<file path="config.mk">
export PLATFORM = sky130hd
export DESIGN_NAME = merge_fifo_ctrl
export DESIGN_NICKNAME = d
export VERILOG_FILES = /design/src/rtl/merge_fifo_ctrl_pkg.sv /design/src/rtl/merge_fifo_ctrl_tdpram.sv /design/src/rtl/merge_fifo_ctrl.sv
export SDC_FILE = /design/constraint.sdc
export NUM_CORES = 2
export LEC_CHECK = 0
export CAP_MARGIN = 20
export CORE_MARGIN = 2
export CORE_UTILIZATION = 63
export CTS_CLUSTER_DIAMETER = 200
export CTS_CLUSTER_SIZE = 28
export DETAILED_ROUTE_END_ITERATION = 16
export PLACE_DENSITY = 0.82
export SYNTH_ARGS = -nofsm -noshare
export SYNTH_HDL_FRONTEND = slang
export SYNTH_MEMORY_MAX_BITS = 65536
export SYNTH_SLANG_ARGS = --single-unit
</file>
<file path="constraint.sdc">
create_clock -name clk_i -period 11.65 [get_ports clk_i]
set_input_delay 1.165 -clock clk_i [delete_from_list [all_inputs] [get_ports clk_i]]
set_output_delay 1.165 -clock clk_i [all_outputs]
set_load 0.005 [all_outputs]
</file>
<file path="src/rtl/merge_fifo_ctrl_pkg.sv">
// Shared constants and helpers for the two-channel merge FIFO.
// Covers the stored-word layout {chan, data}, the pointer width and the output-stage depth.
package merge_fifo_ctrl_pkg;

   localparam int OUT_DEPTH = 2;

   typedef enum logic {CH0 = 1'b0, CH1 = 1'b1} chan_e;

   // One extra pointer bit tells a full RAM apart from an empty one.
   function automatic int ptr_w(input int awidth);
      return awidth + 1;
   endfunction

   function automatic int chan_bit(input int dwidth);
      return dwidth;
   endfunction

endpackage

</file>
<file path="src/rtl/merge_fifo_ctrl_tdpram.sv">
// Dual-port RAM with a registered read on port 2.
// Both ports write through the port-1 clock, because this instance is always driven from one clock source.
module tdpram_v #(
   parameter int AWIDTH = 8,
   parameter int DWIDTH = 17,
   parameter int DEPTH  = 0
) (
   input  logic              clk1_i,
   input  logic              clk2_i,
   input  logic              wen1_i,
   input  logic [AWIDTH-1:0] addr1_i,
   input  logic [DWIDTH-1:0] data1_i,
   input  logic              wen2_i,
   input  logic [AWIDTH-1:0] addr2_i,
   input  logic [DWIDTH-1:0] data2_i,
   output logic [DWIDTH-1:0] q2_o
);

   localparam int NWORDS = (DEPTH == 0) ? (2 ** AWIDTH) : DEPTH;

   logic [DWIDTH-1:0] mem [NWORDS];

   always_ff @(posedge clk1_i) begin
      if (wen1_i)
         mem[addr1_i] <= data1_i;
      else if (wen2_i)
         mem[addr2_i] <= data2_i;
   end

   always_ff @(posedge clk2_i)
      q2_o <= mem[addr2_i];

endmodule

</file>
<file path="src/rtl/merge_fifo_ctrl.sv">
// Merges two sample streams into one ordered stream. Writes are picked round-robin into circular RAM storage,
// and reads drain through a registered output stage with a 2-entry skid.
module merge_fifo_ctrl
   import merge_fifo_ctrl_pkg::*;
#(
   parameter int AWIDTH = 8,
   parameter int DWIDTH = 16
) (
   input  logic              clk_i,
   input  logic              rst_i,
   input  logic [DWIDTH-1:0] s0_data_i,
   input  logic              s0_valid_i,
   output logic              s0_ready_o,
   input  logic [DWIDTH-1:0] s1_data_i,
   input  logic              s1_valid_i,
   output logic              s1_ready_o,
   output logic [DWIDTH-1:0] m_data_o,
   output logic              m_chan_o,
   output logic              m_valid_o,
   input  logic              m_ready_i,
   output logic [AWIDTH+1:0] level_o,
   output logic              full_o,
   output logic              empty_o
);

   localparam int PTR_W    = ptr_w(AWIDTH);
   localparam int CHAN_BIT = chan_bit(DWIDTH);
   localparam int RW       = DWIDTH + 1;
   localparam int LW       = AWIDTH + 2;

   logic [PTR_W-1:0] wr_ptr, rd_ptr, occ;
   logic             rd_pend;
   logic [1:0]       out_cnt;
   chan_e            last_grant;
   logic [RW-1:0]    out_q, skid_q, ram_q, wr_word;
   logic             gnt0, gnt1, acc0, acc1, acc, pop, issue, ram_empty;
   logic [2:0]       nxt_busy;

   assign occ       = wr_ptr - rd_ptr;
   assign full_o    = (wr_ptr[AWIDTH] != rd_ptr[AWIDTH]) &&
                      (wr_ptr[AWIDTH-1:0] == rd_ptr[AWIDTH-1:0]);
   assign ram_empty = (wr_ptr == rd_ptr);

   // On a tie, the channel that did not win last time takes the slot.
   assign gnt0 = s0_valid_i && (!s1_valid_i || last_grant == CH1);
   assign gnt1 = s1_valid_i && (!s0_valid_i || last_grant == CH0);

   assign s0_ready_o = gnt0 && !full_o && !rst_i;
   assign s1_ready_o = gnt1 && !full_o && !rst_i;
   assign acc0       = s0_valid_i && s0_ready_o;
   assign acc1       = s1_valid_i && s1_ready_o;
   assign acc        = acc0 || acc1;
   assign wr_word    = acc1 ? {1'b1, s1_data_i} : {1'b0, s0_data_i};

   assign m_valid_o = (out_cnt != 2'd0);
   assign m_data_o  = out_q[DWIDTH-1:0];
   assign m_chan_o  = out_q[CHAN_BIT];
   assign pop       = m_valid_o && m_ready_i;

   // Count the words already headed for the output stage, so a new read always has a slot to land in.
   assign nxt_busy = 3'(out_cnt) + 3'(rd_pend) - 3'(pop);
   assign issue    = !ram_empty && (nxt_busy < 3'(OUT_DEPTH));

   assign level_o = LW'(occ) + LW'(rd_pend) + LW'(out_cnt);
   assign empty_o = (level_o == '0);

   always_ff @(posedge clk_i) begin
      if (rst_i) begin
         wr_ptr     <= '0;
         rd_ptr     <= '0;
         rd_pend    <= 1'b0;
         out_cnt    <= 2'd0;
         last_grant <= CH1;
         out_q      <= '0;
         skid_q     <= '0;
      end else begin
         if (acc) begin
            wr_ptr     <= wr_ptr + PTR_W'(1);
            last_grant <= acc1 ? CH1 : CH0;
         end
         if (issue)
            rd_ptr <= rd_ptr + PTR_W'(1);
         rd_pend <= issue;

         if (pop) begin
            if (out_cnt == 2'd2) begin
               out_q <= skid_q;
               if (rd_pend)
                  skid_q <= ram_q;
               else
                  out_cnt <= 2'd1;
            end else if (rd_pend) begin
               out_q <= ram_q;
            end else begin
               out_cnt <= 2'd0;
            end
         end else if (rd_pend) begin
            if (out_cnt == 2'd0) begin
               out_q   <= ram_q;
               out_cnt <= 2'd1;
            end else begin
               skid_q  <= ram_q;
               out_cnt <= 2'd2;
            end
         end
      end
   end

   tdpram_v #(
      .AWIDTH (AWIDTH),
      .DWIDTH (RW),
      .DEPTH  (0)
   ) u_ram (
      .clk1_i  (clk_i),
      .clk2_i  (clk_i),
      .wen1_i  (acc),
      .addr1_i (wr_ptr[AWIDTH-1:0]),
      .data1_i (wr_word),
      .wen2_i  (1'b0),
      .addr2_i (rd_ptr[AWIDTH-1:0]),
      .data2_i (RW'(0)),
      .q2_o    (ram_q)
   );

endmodule

</file>
==> flow_summary_export.csv <==
group,metric,value,unit
final_layout,multi_input_area,0.03673,mm^2
worst_setup_path,worstPathMaxFanout,36,
placed_design,gp_congestion,0.9015,
synthesis,synth.most_common_cell,"edfxtp_1",
worst_setup_path,required,10.49,ns
cts,cts_buffers,184,
timing,worst_pin_slew,1.318,ns
synthesis,ys_top_cells_by_count,"edfxtp_1 (4352), mux4_2 (1133), nor2_1 (384)",
synthesis,synth_top_area_cell,"edfxtp_1",
final_layout,fillCellCount,15467,
cts,cts_resized,0,
synthesis,yosysWarnings,0,
synthesis,syn_area,0.1709,mm^2
outcome,status,"finished, final reports clean",
cts,cts.path.max_buffers,4,
timing,rsz0062_at_grt,"no",
final_layout,fin_nets,7897,
floorplanning,start_util,63.24,%
placed_design,portBuffers,68,
power,ir_drop,0.0001685,V
grt,track_usage,34.32,%
worst_setup_path,arrival,5.45,ns
final_layout,finish.utilization,67.54,%
cts,clk_pin_slew,0.11,ns
final_layout,area_delta_synth_final,6.800,%
flow_run,maxCapViolCount,0,
cts,root_buffer,"clkbuf_16",
cts,cts_tree,"done",
synthesis,ys_seq_area_share,77.31,%
route,wirelength,474900,um
grt,grt_pass1_vias,85458,
worst_hold_path,hold_path_class,"flip-flop to flip-flop",
timing,final.setup.tns,0,ns
floorplanning,die_width,524.9,um
worst_setup_path,startpoint_type,"flip-flop",
floorplanning,num_rows,191,
cts,cts.hold.buffers_added,0,
synthesis,syn-num-nets,7664,
grt,grt_max_degree,159,
timing,setup_viol,0,
timing,max-slew-margin-rel,12.14,%
timing,slew_violations,0,
worst_setup_path,cp-end-kind,"output port",
route,post-route-drc-count,0,
synthesis,synth-seq-cells,4425,
synthesis,synth_cell_types,81,
grt,grt_pass1_wl,657700,um
cts,postCtsSetupRepairBufs,0,
placed_design,dpl.hpwl,266200,um
worst_setup_path,path_class,"flip-flop to output port",
synthesis,ys.flop_type,"edfxtp_1",
route,via_per_inst,7.659,
timing,hold_violations,0,
route,dr.pass1.iters,9,
final_layout,seqCellArea,0.1322,mm^2
floorplanning,die_h,524.9,um
power,power_density,174.7,mW/mm^2
timing,fin_crit_sh,56.81,%
synthesis,synthArstFlopShare,0,%
cts,clk_latency,0.94,ns
route,dr_total_vias,87932,
timing,skew,0.06536,ns
timing,finalCriticalPeriod,6.618,ns
timing,timing.fmax,151.1,MHz
route,wl_per_cell,41.37,um
grt,antenna_found_initial,27,
route,postRouteAntennaNets,0,
final_layout,layout-drive-gt1-share,25.10,%
cts,cts_sinks,4425,
synthesis,synth.area.top_cells,"edfxtp_1 (76%), mux4_2 (15%), mux2i_1 (1.8%), dfxtp_1 (0.85%), nor2_1 (0.84%)",
power,power_leakage,54.79,nW
floorplanning,num_io_pins,69,
synthesis,synth_edf_count,4352,
synthesis,synth_top_area_share,76.46,%
cts,htree_num_levels,4,
route,dr.first_iter.drc_count,16832,
synthesis,syn_inst,7607,
floorplanning,die-area,0.2755,mm^2
floorplanning,core,0.2703,mm^2
grt,globalRoute.totalOverflow,0,
synthesis,avgSynthCellArea,22.47,um^2
-- routing by layer --
layer	GRT usage [%]	part of all wire, %
met4	18.41	6.9
met1	44.51	31
met3	10.26	15
met2	53.04	47
met5	0	0.042
-- report_power, final --
| group | leakage, nW | switching, mW | internal (mW) |
|---|---|---|---|
| Clock | 2.41 | 4.57 | 2.99 |
| Sequential | 39.7 | 0.156 | 17.6 |
| Combinational | 12.6 | 3.60 | 2.94 |
| Total | 54.8 | 8.33 | 23.6 |
-- flip-flops by register name, indices dropped and copies added (netlist names) --
register    flops
out_q          17
rd_ptr          9
last_grant      1
skid_q         17
u_ram.mem    4352
out_cnt         2
rd_pend         1
u_ram.q2_o     17
wr_ptr          9
-- path summary, 6_finish.rpt --
kind,to,startpoint,cells after the start,slack (ns)
max,level_o[9],rd_ptr[1],11,5.03
min,skid_q[14],skid_q[14],2,0.52
max reg2reg,u_ram.q2_o[15],rd_ptr[0],11,5.10
min reg2reg,skid_q[14],skid_q[14],2,0.52
-- through the flow --
| stage | area [um^2] | power (mW) | cells | setup slack [ns] | hold WS (ns) |
|---|---|---|---|---|---|
| after floorplan | 170900 | 22.83 | 7607 | 1.802 | 0.4500 |
| after global placement | 177300 | 24.32 | 11205 | 5.432 | 0.4613 |
| after detailed placement | 177400 | 24.50 | 11217 | 5.300 | 0.4860 |
| after CTS | 182400 | 31.75 | 11455 | 5.072 | 0.5104 |
| after global routing | 182500 | 32.53 | 11464 | 4.701 | 0.5367 |
| final | 182500 | 31.90 | 11481 | 5.032 | 0.5160 |
-- placed cells by master (no fill, tap or decap), drive strengths merged, types with 6 or more instances in the layout --
cell | netlist | layout
and2 | 10 | 10
xor2 | 11 | 11
mux4 | 1133 | 1133
o211ai | 8 | 8
a31oi | 18 | 18
nand4 | 6 | 6
o22ai | 40 | 40
mux2 | 20 | 20
o221ai | 25 | 25
a2111oi | 12 | 12
a22oi | 70 | 70
clkdlybuf4s50 | 0 | 67
nor2 | 384 | 384
nand2b | 11 | 11
diode | 0 | 19
inv | 23 | 23
nand2 | 129 | 129
a211oi | 33 | 33
nor3 | 25 | 25
ha | 16 | 16
nand3 | 44 | 44
dfxtp | 73 | 73
buf | 268 | 416
mux2i | 301 | 301
edfxtp | 4352 | 4352
and3 | 8 | 8
a221oi | 75 | 75
nor4 | 6 | 6
a22o | 11 | 11
o21ai | 84 | 84
a21oi | 135 | 135
nor2b | 14 | 14
o31ai | 7 | 7
xnor2 | 18 | 18
clkbuf | 169 | 236
a21o | 8 | 8
-- logic make-up (layout without fill, tap and decap cells) --
logic type	after synthesis	in the layout	synth area share (%)
DFF	4425	4425	77.31
adders and majority gates	20	20	0.1640
buffers and inverters	460	745	1.670
AOI/OAI and AO/OA	571	571	2.302
and+or+nand+nor	648	648	1.579
muxes	1454	1454	16.82
xor gates and xnor gates	29	29	0.1486
other	0	19	0
-- worst max-delay path, stage by stage (launching register included) --
cell and delay (ns):
dfxtp_4 0.83, inv_2 0.41, ha_1 0.42, nor2b_1 0.13, o21ai_0 0.21, a21boi_0 0.19
o31a_1 0.30, nor3_1 0.78, and4_1 0.36, nand2_1 0.10, nor3_1 0.22, clkdlybuf4s50_1 0.53
-- cell type report --
type                    count  area share [%]
diodes                     19         0.02605
clock buffers             235           2.685
clock inverters             3         0.03427
inverters                  23         0.05415
multi-input cells        2722           20.12
flip-flops and latches   4425           72.40
well taps                3570           2.447
repair buffers            484           2.227
Power figures use the tool's default switching activity.
